--- src/rtl/window_linebuffer_pkg.sv ---
// Shared defaults and helpers for the sliding-window line buffer.
// Window elements are indexed row-major, with row 0 being the oldest line.
package window_pkg;
  localparam int DEF_PIX_W = 7;
  localparam int DEF_K     = 9;
  localparam int DEF_IMG_W = 28;
  localparam int DEF_IMG_H = 28;

  localparam int WIN_BITS = DEF_K * DEF_K * DEF_PIX_W;
  localparam int ROW_W    = $clog2(DEF_IMG_H);
  localparam int COL_W    = $clog2(DEF_IMG_W);

  function automatic int win_idx(input int r, input int c, input int k = DEF_K);
    return r * k + c;
  endfunction
endpackage

--- src/rtl/window_linebuffer_line_fifo.sv ---
// Fixed-depth shift delay of one image line.
// The tap is the pixel from exactly one line earlier.
module line_fifo
  import window_pkg::*;
#(
  parameter int W     = DEF_PIX_W,
  parameter int DEPTH = DEF_IMG_W
) (
  input  logic         clk,
  input  logic         en,
  input  logic [W-1:0] din,
  output logic [W-1:0] tap
);
  logic [W-1:0] mem [DEPTH];

  // Storage is deliberately unreset; validity logic upstream hides stale contents.
  always_ff @(posedge clk) begin
    if (en) begin
      mem[0] <= din;
      for (int i = 1; i < DEPTH; i++) mem[i] <= mem[i-1];
    end
  end

  assign tap = mem[DEPTH-1];
endmodule

--- src/rtl/window_linebuffer.sv ---
// Raster pixel stream to KxK sliding window producer.
// Holds K-1 image lines plus the window register; flags each complete in-image window.
module window_linebuffer
  import window_pkg::*;
#(
  parameter int PIX_W = DEF_PIX_W,
  parameter int K     = DEF_K,
  parameter int IMG_W = DEF_IMG_W,
  parameter int IMG_H = DEF_IMG_H
) (
  input  logic                       clk,
  input  logic                       rst,
  input  logic [PIX_W-1:0]           pix_in,
  input  logic                       pix_valid,
  input  logic                       frame_start,
  output logic [K*K*PIX_W-1:0]       win_out,
  output logic                       win_valid,
  output logic [$clog2(IMG_H)-1:0]   win_row,
  output logic [$clog2(IMG_W)-1:0]   win_col,
  output logic                       frame_done
);
  localparam int RW = $clog2(IMG_H);
  localparam int CW = $clog2(IMG_W);

  logic [RW-1:0]    row_cnt, row_eff;
  logic [CW-1:0]    col_cnt, col_eff;
  logic             win_full, last_pix;
  logic [PIX_W-1:0] fifo_in [K-1];
  logic [PIX_W-1:0] taps    [K-1];
  logic [PIX_W-1:0] win_q   [K][K];

  // frame_start overrides the counters so the marked pixel lands at (0,0)
  assign row_eff  = frame_start ? '0 : row_cnt;
  assign col_eff  = frame_start ? '0 : col_cnt;
  assign win_full = (row_eff >= RW'(K-1)) && (col_eff >= CW'(K-1));
  assign last_pix = (row_eff == RW'(IMG_H-1)) && (col_eff == CW'(IMG_W-1));

  assign fifo_in[0] = pix_in;
  for (genvar g = 0; g < K-1; g++) begin : g_line
    if (g > 0) begin : g_link
      assign fifo_in[g] = taps[g-1];
    end
    line_fifo #(.W(PIX_W), .DEPTH(IMG_W)) u_line (
      .clk (clk),
      .en  (pix_valid),
      .din (fifo_in[g]),
      .tap (taps[g])
    );
  end

  always_comb begin
    win_out = '0;
    for (int r = 0; r < K; r++)
      for (int c = 0; c < K; c++)
        win_out[win_idx(r, c, K)*PIX_W +: PIX_W] = win_q[r][c];
  end

  always_ff @(posedge clk) begin
    if (rst) begin
      row_cnt    <= '0;
      col_cnt    <= '0;
      win_valid  <= 1'b0;
      frame_done <= 1'b0;
      win_row    <= '0;
      win_col    <= '0;
      for (int r = 0; r < K; r++)
        for (int c = 0; c < K; c++) win_q[r][c] <= '0;
    end else begin
      win_valid  <= pix_valid && win_full;
      frame_done <= pix_valid && last_pix;
      if (pix_valid) begin
        if (col_eff == CW'(IMG_W-1)) begin
          col_cnt <= '0;
          row_cnt <= (row_eff == RW'(IMG_H-1)) ? '0 : row_eff + 1'b1;
        end else begin
          col_cnt <= col_eff + 1'b1;
          row_cnt <= row_eff;
        end
        if (win_full) begin
          win_row <= row_eff - RW'(K-1);
          win_col <= col_eff - CW'(K-1);
        end
        // Shift left; new right column is taps oldest-on-top plus the live pixel.
        for (int r = 0; r < K; r++)
          for (int c = 0; c < K-1; c++) win_q[r][c] <= win_q[r][c+1];
        for (int r = 0; r < K-1; r++) win_q[r][K-1] <= taps[K-2-r];
        win_q[K-1][K-1] <= pix_in;
      end
    end
  end
endmodule
--- config.mk ---
export PLATFORM = sky130hd
export DESIGN_NAME = window_linebuffer
export DESIGN_NICKNAME = d
export VERILOG_FILES = /design/src/rtl/window_linebuffer_pkg.sv /design/src/rtl/window_linebuffer_line_fifo.sv /design/src/rtl/window_linebuffer.sv
export SDC_FILE = /design/constraint.sdc
export NUM_CORES = 1
export LEC_CHECK = 0
export ABC_AREA = 1
export CORE_MARGIN = 2
export CORE_UTILIZATION = 25
export DETAILED_ROUTE_END_ITERATION = 8
export PLACE_DENSITY_LB_ADDON = 0.12
export SETUP_SLACK_MARGIN = 0.15
export SYNTH_ARGS = -nofsm -noshare
export SYNTH_HDL_FRONTEND = slang
export SYNTH_SLANG_ARGS = --single-unit
export TNS_END_PERCENT = 50
--- constraint.sdc ---
create_clock -name clk -period 38.7 [get_ports clk]
set_clock_uncertainty 0.1 [all_clocks]
set_input_delay 3.87 -clock clk [delete_from_list [all_inputs] [get_ports clk]]
set_output_delay 3.87 -clock clk [all_outputs]
set_load 0.005 [all_outputs]
# Word-level counts from Yosys, hierarchy flattened
# Memory sizes are Yosys's and may differ from the RTL's.
# Index checks and enable logic that the tools add are counted.
# classes
n_addsub	4
n_lt_le_gt_ge	2
eq_ne	2
muxes	92
bitwise	81
n_reduce_logical	5
# ops
operator	count
$mux W7	81
$or A1 B1 Y1	81
$mux W5	5
$add A5 B1 Y5 const B	2
$eq A5 B5 Y1 const B	2
$ge A5 B4 Y1 const B	2
$sub A5 B4 Y5 const B	2
$mux W1	6
$logic_and A1 B1 Y1	4
$reduce_and A2 Y1	1
# totals
register_bits	22
mem_bits_rw	2135
inputBits	11
output_inout_bits	579
elab_cells	201
mem_count	9
# memory_table
memory	depth	word_bits	rd	rd_clocked_by_memory_dff	wr	line_no	rtl
win_q	9	63	9	0	9	window_linebuffer.sv:30	logic [PIX_W-1:0] win_q [K][K];
g_line[0].u_line.mem	28	7	28	0	28	window_linebuffer_line_fifo.sv:14	logic [W-1:0] mem [DEPTH];
g_line[1].u_line.mem	28	7	28	0	28	window_linebuffer_line_fifo.sv:14	
g_line[2].u_line.mem	28	7	28	0	28	window_linebuffer_line_fifo.sv:14	
g_line[3].u_line.mem	28	7	28	0	28	window_linebuffer_line_fifo.sv:14	
g_line[4].u_line.mem	28	7	28	0	28	window_linebuffer_line_fifo.sv:14	
+3 memories	n/a	n/a	n/a	n/a	n/a	n/a	

# Depth between registers and ports, before layout
# Gate-level depths: netlist (run 1).
# logic_depth
word_depth	4
ltp_mapped	12
mapped_depth_nobuf	12

# Modules after synthesis
# A second synthesis (run 1) with hierarchy kept.
# hier_totals
cells_unflattened	3558
area_unflattened_um2	70257.4
# modules_own_cells
module	n_inst	cells_per_inst	area_each_um2	seq_area_each_um2
line_fifo	8	203	5938.2	5885.6
window_linebuffer	1	1934	22751.8	17466.8

# Least setup slack after synthesis (run 1)
# Ideal clock, no wire load.
# synth_path
path_type	in2reg
startpoint	input port pix_valid
endpoint	memory win_q[0][0] in the netlist's numbering, enable pin
arrival_ns	15.096
required_time_ns	37.686
slack_ns	22.590
stages	3
path_buffers	1
cell_sequence	buf_4 -> nor2_1 -> inv_1
# synth_lines
item	line_no	rtl
from (decl)	window_linebuffer.sv:14	input logic pix_valid,
to (decl)	window_linebuffer.sv:30	

==> results.sh, run 1 <==
export IMPL_insertion_delay_ps=880
export IMPL_grt_overflow=0
export IMPL_height_of_the_die_um=532.7
export IMPL_final_min_clock_period_ps=8626
export IMPL_pin_count=590
export IMPL_grt_start_max_net_pins=171
export IMPL_numCtsBuffers=241
export IMPL_route_vias_total=29820
export IMPL_final_setup_viol_count=0
export IMPL_gp_congestion=0.7406
export IMPL_static_leakage_power_nw=30.64
export IMPL_mostFrequentLayoutCell="edfxtp_1"
export IMPL_cts_post_setup_buffers_inserted=0
export IMPL_cts_tree="done"
export IMPL_antenna_violating_nets_post_route=0
export IMPL_core_area_um2=278700
export IMPL_synthDominantAreaCellType="edfxtp_1"
export IMPL_power_density_cell_area_nw_per_um2=57.93
export IMPL_crit_arrival_ps=8990
export IMPL_path_class="input pin to flip-flop"
export IMPL_ys_types=26
export IMPL_drv_slew=0
export IMPL_chipWidth_um=532.7
export IMPL_drv_cap=0
export IMPL_worst_path_most_repeated_cell="buf_4"
export IMPL_worst_slew_margin_rel_pct=21.35
export IMPL_cts_resized=0
export IMPL_worst_path_max_delay_cell="buf_4"
export IMPL_critical_path_buf_inv_count=7
export IMPL_rows=194
export IMPL_place_port_buffers=589
export IMPL_post_synth_inst_count=3508
export IMPL_synth_nets=3523
export IMPL_fp_dieArea_um2=283700
export IMPL_initial_antenna_violation_count=4
export IMPL_cts_hold_buffers=0
export IMPL_layout_cell_share_with_drive_strength_beyond_1_pct=8.073
export IMPL_ys_warn_count=0
export IMPL_dr_first_iter_drc_count=2360
export IMPL_critPathMaxStageDelay_ps=850
export IMPL_ctsRootBufferMaster="clkbuf_16"
export IMPL_synthDominantCellAreaShare_pct=91.75
export IMPL_worst_path_max_fanout=164
export IMPL_totalNegativeSetupSlack_ps=0
export IMPL_final_net_count=4321
export IMPL_worstHoldPathType="flip-flop to flip-flop"
export IMPL_syn_area_um2=69880
export IMPL_hold_viol=0
export IMPL_postRouteWirelength_mm=132.8
export IMPL_dp_hpwl_mm=76.53
export IMPL_min_period_over_period_pct=22.29
export IMPL_avgSynthCellArea_um2=19.92
export IMPL_rsz0062_at_grt="no"
export IMPL_drc_errors=0
export IMPL_mostFrequentLayoutCells="edfxtp_1 (2,135), nor2_1 (600), inv_1 (591)"
export IMPL_crit_family="buffers and inverters"
export IMPL_top_cells_by_area_in_the_synthesized_netlist="edfxtp_1 (92%), nor2_1 (3.2%), inv_1 (3.2%)"
export IMPL_tightest_slew_ps=1180
export IMPL_synth_ff_latch_count=2157
export IMPL_grt_pass1_wl_mm=197.1
export IMPL_r2r_slack_ps=37060
export IMPL_maxClockFrequency_mhz=115.9
export IMPL_first_global_vias=29860
export IMPL_routed_wire_length_per_instance_um=16.13
export IMPL_htreeDepth=4
export IMPL_start_kind="input pin"
export IMPL_clk_path_buf_depth=4
export IMPL_cts_sinks=2157
export IMPL_run_status="completed"
export IMPL_vdd_drop_max_mv=0.03566
export IMPL_syn_to_final_growth_pct=25.72
export IMPL_fin_worst_hold_slack_ps=282.4
export IMPL_via_per_inst=3.622
export IMPL_setup_worst_path_end_class="flip-flop"
export IMPL_cp_data_required_time_ps=39070
export IMPL_worstPathCellList="buf_16, buf_4, buf_4, buf_4, buf_12, buf_4, buf_12"
export IMPL_initial_core_util_pct=25.08
export IMPL_layout_core_utilization_pct=31.52
export IMPL_initial_drt_pass_iterations=6
export IMPL_sequential_element_share_of_the_synthesized_area_pct=92.38
export IMPL_grt_usage_pct=9.044
export IMPL_clk_transition_reported_paths_ps=60
logic make-up (layout without fill, tap and decap cells):
group	count (synthesis)	count (layout)	synth area share, %
buffers and inverters	659	1660	3.647
AOI/OAI and AO/OA	14	14	0.1236
and+or+nand+nor	674	674	3.776
adders and majority gates	4	4	0.07163
other	0	1	0
DFF	2157	2157	92.38
stage by stage:
| stage | cells | power, mW | setup slack [ps] | cell area [um^2] |
|---|---|---|---|---|
| CTS | 8233 | 5.210 | 30070 | 87840 |
| finish | 8234 | 5.089 | 30070 | 87850 |
| global placement | 7787 | 2.995 | 29230 | 80420 |
| floorplan | 3508 | 2.848 | 22590 | 69880 |
| global route | 8234 | 5.315 | 29620 | 87850 |
| detailed placement | 7787 | 2.996 | 29070 | 80420 |
path summary, 6_finish.rpt:
check | cells after the start | end | from
max | 7 | g_line[5].u_line.mem[0][1]$_DFFE_PP_ | pix_valid
min | 0 | g_line[2].u_line.mem[4][9]$_DFFE_PP_ | g_line[2].u_line.mem[4][2]$_DFFE_PP_
max reg2reg | 9 | win_col[1]$_SDFFE_PP0P_ | col_cnt[4]$_SDFFE_PP0P_
min reg2reg | 0 | g_line[2].u_line.mem[4][9]$_DFFE_PP_ | g_line[2].u_line.mem[4][2]$_DFFE_PP_
synthesized netlist by cell type:
master / number
a21oi_1: 2
a21oi_4: 1
buf_2: 55
buf_4: 1
clkbuf_1: 9
dfxtp_1: 22
edfxtp_1: 2135
ha_1: 4
inv_1: 592
inv_2: 1
inv_4: 1
nand2_1: 44
nand2_2: 2
nand2_4: 3
nand3_1: 11
nand3_2: 1
nand3_4: 1
nand4_1: 7
nor2_1: 600
nor2_2: 2
nor2_4: 1
nor2_8: 1
nor3_1: 1
o211ai_1: 1
o21ai_0: 8
o22ai_1: 2
state kept, by name (all words and copies together), names as in the netlist:
register	count
row_cnt	5
g_line.u_line.mem	1568
col_cnt	5
frame_done	1
win_valid	1
win_col	5
win_q	567
win_row	5
routing by layer:
layer	vias up	share of wire (%)	GRT usage, %
met5	-	0.0098	0
met4	2	3.4	3.579
met3	274	5.6	2.406
met2	675	45	13.65
met1	14910	46	12.35
li1	13960	-	-
report_power, final:
part           switching (mW)  total, mW  internal, mW
Sequential             0.0497       2.77          2.72
Clock                   0.927       2.15          1.22
Combinational          0.0990      0.170        0.0708
Total                    1.08       5.09          4.01
final cells by class:
cell class	count	area [um^2]
antenna	1	2.502
tap	3724	4659
timing repair buffer	620	6183
clock inverter	146	1131
fill	27170	190800
multi-input combinational	692	2783
clock buffer	300	6295
inverter	594	2240
sequential	2157	64550
No activity file was read; power rests on OpenSTA's default activity.
==> run 2: changes to the inputs <==
Clock period 38.7 ns to 7.8 ns, I/O delays scaled along.
==> results.sh, run 2 (synthesis results as in run 1) <==
export IMPL_min_period_over_period_pct=41.20
export IMPL_top_layer_used="met4"
export IMPL_wl_met3_mm=7.783
export IMPL_final_setup_viol_count=0
export IMPL_height_of_the_die_um=532.7
export IMPL_hold_viol=0
export IMPL_start_kind="input pin"
export IMPL_worstHoldPathType="input pin to flip-flop"
export IMPL_core_area_um2=278700
export IMPL_cellInternalPower_mw=20.20
export IMPL_grt_overflow=0
export IMPL_htreeDepth=4
export IMPL_initial_drt_pass_iterations=4
export IMPL_worst_slew_margin_rel_pct=21.74
export IMPL_initial_core_util_pct=25.08
export IMPL_via_per_inst=3.633
export IMPL_largest_regs="g_line.u_line.mem x1568, win_q x567"
export IMPL_place_inst=7791
export IMPL_hold_path_end="g_line[2].u_line.mem[1][5]$_DFFE_PP_"
export IMPL_fp_dieArea_um2=283700
export IMPL_layout_core_utilization_pct=31.68
export IMPL_postRouteWirelength_mm=134.2
export IMPL_placed_area_um2=80530
export IMPL_antenna_violating_nets_post_route=0
export IMPL_syn_to_final_growth_pct=26.34
export IMPL_numCtsBuffers=234
export IMPL_share_of_power_burned_in_registers_pct=53.7
export IMPL_design_power_total_mw=25.60
export IMPL_first_global_vias=29860
export IMPL_route_vias_total=29900
export IMPL_finish_cell_count_without_fillers=8231
export IMPL_drv_slew=0
export IMPL_pin_count=590
export IMPL_final_min_clock_period_ps=3214
export IMPL_power_frac_clock_pct=43.0
export IMPL_routed_wire_length_per_instance_um=16.31
export IMPL_place_port_buffers=589
export IMPL_vdd_drop_max_mv=0.2221
export IMPL_cts_tree="done"
export IMPL_setup_worst_path_end_class="flip-flop"
export IMPL_crit_arrival_ps=3610
export IMPL_mostFrequentLayoutCell="edfxtp_1"
export IMPL_flip_flop_count_of_the_largest_register_after_layout=1568
export IMPL_grt_start_max_net_pins=193
export IMPL_rr_endpoint="row_cnt[0]$_SDFFE_PP0P_"
export IMPL_mostFrequentLayoutCells="edfxtp_1 (2,135), nor2_1 (599), inv_1 (591)"
export IMPL_grt_pass1_wl_mm=198.6
export IMPL_chipWidth_um=532.7
export IMPL_worstHoldStart="pix_valid"
export IMPL_dr_first_iter_drc_count=2686
export IMPL_drv_cap=0
export IMPL_rsz0062_at_grt="no"
export IMPL_drt_met1_wl_mm=61.62
export IMPL_comb_power_share_pct=3.3
export IMPL_rows=194
export IMPL_static_leakage_power_nw=30.82
export IMPL_worst_path_max_fanout=61
export IMPL_dp_hpwl_mm=78.59
export IMPL_whs_path_depth=1
export IMPL_gp_congestion=0.7451
export IMPL_power_switching_share_pct=21.08
export IMPL_cp_data_required_time_ps=8190
export IMPL_r2r_worst_path_cells=8
export IMPL_final_net_count=4318
export IMPL_cts_post_setup_buffers_inserted=0
export IMPL_p_switching_mw=5.397
export IMPL_drc_errors=0
export IMPL_power_density_cell_area_nw_per_um2=290.0
export IMPL_tightest_slew_ps=1174
export IMPL_layout_cell_share_with_drive_strength_beyond_1_pct=8.711
export IMPL_run_status="completed"
export IMPL_insertion_delay_ps=870
export IMPL_final_standard_cell_area_without_fillers_um2=88280
export IMPL_grt_usage_pct=9.186
export IMPL_clk_path_buf_depth=3
export IMPL_r2r_slack_ps=6090
export IMPL_ctsRootBufferMaster="clkbuf_16"
export IMPL_met2RoutedLength_mm=61.02
export IMPL_max_flop_register="g_line.u_line.mem"
export IMPL_maxClockFrequency_mhz=311.1
export IMPL_clk_transition_reported_paths_ps=60
export IMPL_initial_antenna_violation_count=8
export IMPL_cts_sinks=2157
export IMPL_reg_to_reg_start="row_cnt[0]$_SDFFE_PP0P_"
export IMPL_cts_resized=0
export IMPL_cts_hold_buffers=0
export IMPL_path_class="input pin to flip-flop"
run 2: worst max-delay path, stage by stage:
cell        delay, ps
buf_16            180
buf_4             670
nor2_4            140
clkinvlp_4        600
buf_12            310
buf_4             670
run 2: cell type report:
cell class | count | area [um^2]
Tap cell | 3724 | 4659
Inverter | 594 | 2236
Clock inverter | 152 | 1703
Antenna cell | 7 | 17.52
Multi-Input combinational cell | 692 | 2790
Sequential cell | 2157 | 64550
Timing Repair Buffer | 624 | 6289
Clock buffer | 281 | 6032
Fill cell | 27090 | 190400
run 2: per-stage QoR:
stage               hold WS (ps)  setup TNS (ps)  setup WS, ps
detailed placement         304.5               0          3610
global placement           300.4               0          3660
CTS                        64.99               0          4547
finish                     173.0               0          4586
floorplan                  300.3        -1326580         -2331
global route               87.42               0          4368
run 2: per-layer routing:
metal,vias to the layer above,GRT usage (%)
li1,13940,-
met1,15090,12.31
met2,626,14.06
met3,248,2.783
met4,0,3.218
met5,-,0
run 2: how the worst max path moves through the flow:
stage	start	endpoint	slack [ps]	cells past startpoint
2_1_floorplan	pix_valid	win_q[0][0]$_SDFFCE_PN0P_	-2330	3
3_3_place_gp	pix_valid	win_q[0][504]$_SDFFCE_PN0P_	3660	6
3_5_place_dp	rst	win_q[0][235]$_SDFFCE_PN0P_	3610	6
4_1_cts	win_q[0][285]$_SDFFCE_PN0P_	win_out[285]	4550	1
5_1_grt	rst	win_q[0][201]$_SDFFCE_PN0P_	4370	6
6_report	pix_valid	win_q[0][555]$_SDFFCE_PN0P_	4590	6
run 2: power by group through the flow:
stage	clock [mW]	combinational, mW	sequential (mW)
finish	11.0	0.842	13.7
global route	12.0	0.927	13.8
CTS	11.5	0.878	13.8
detailed placement	0	0.875	14.0
global placement	0	0.873	14.0
floorplan	0	0.179	13.9
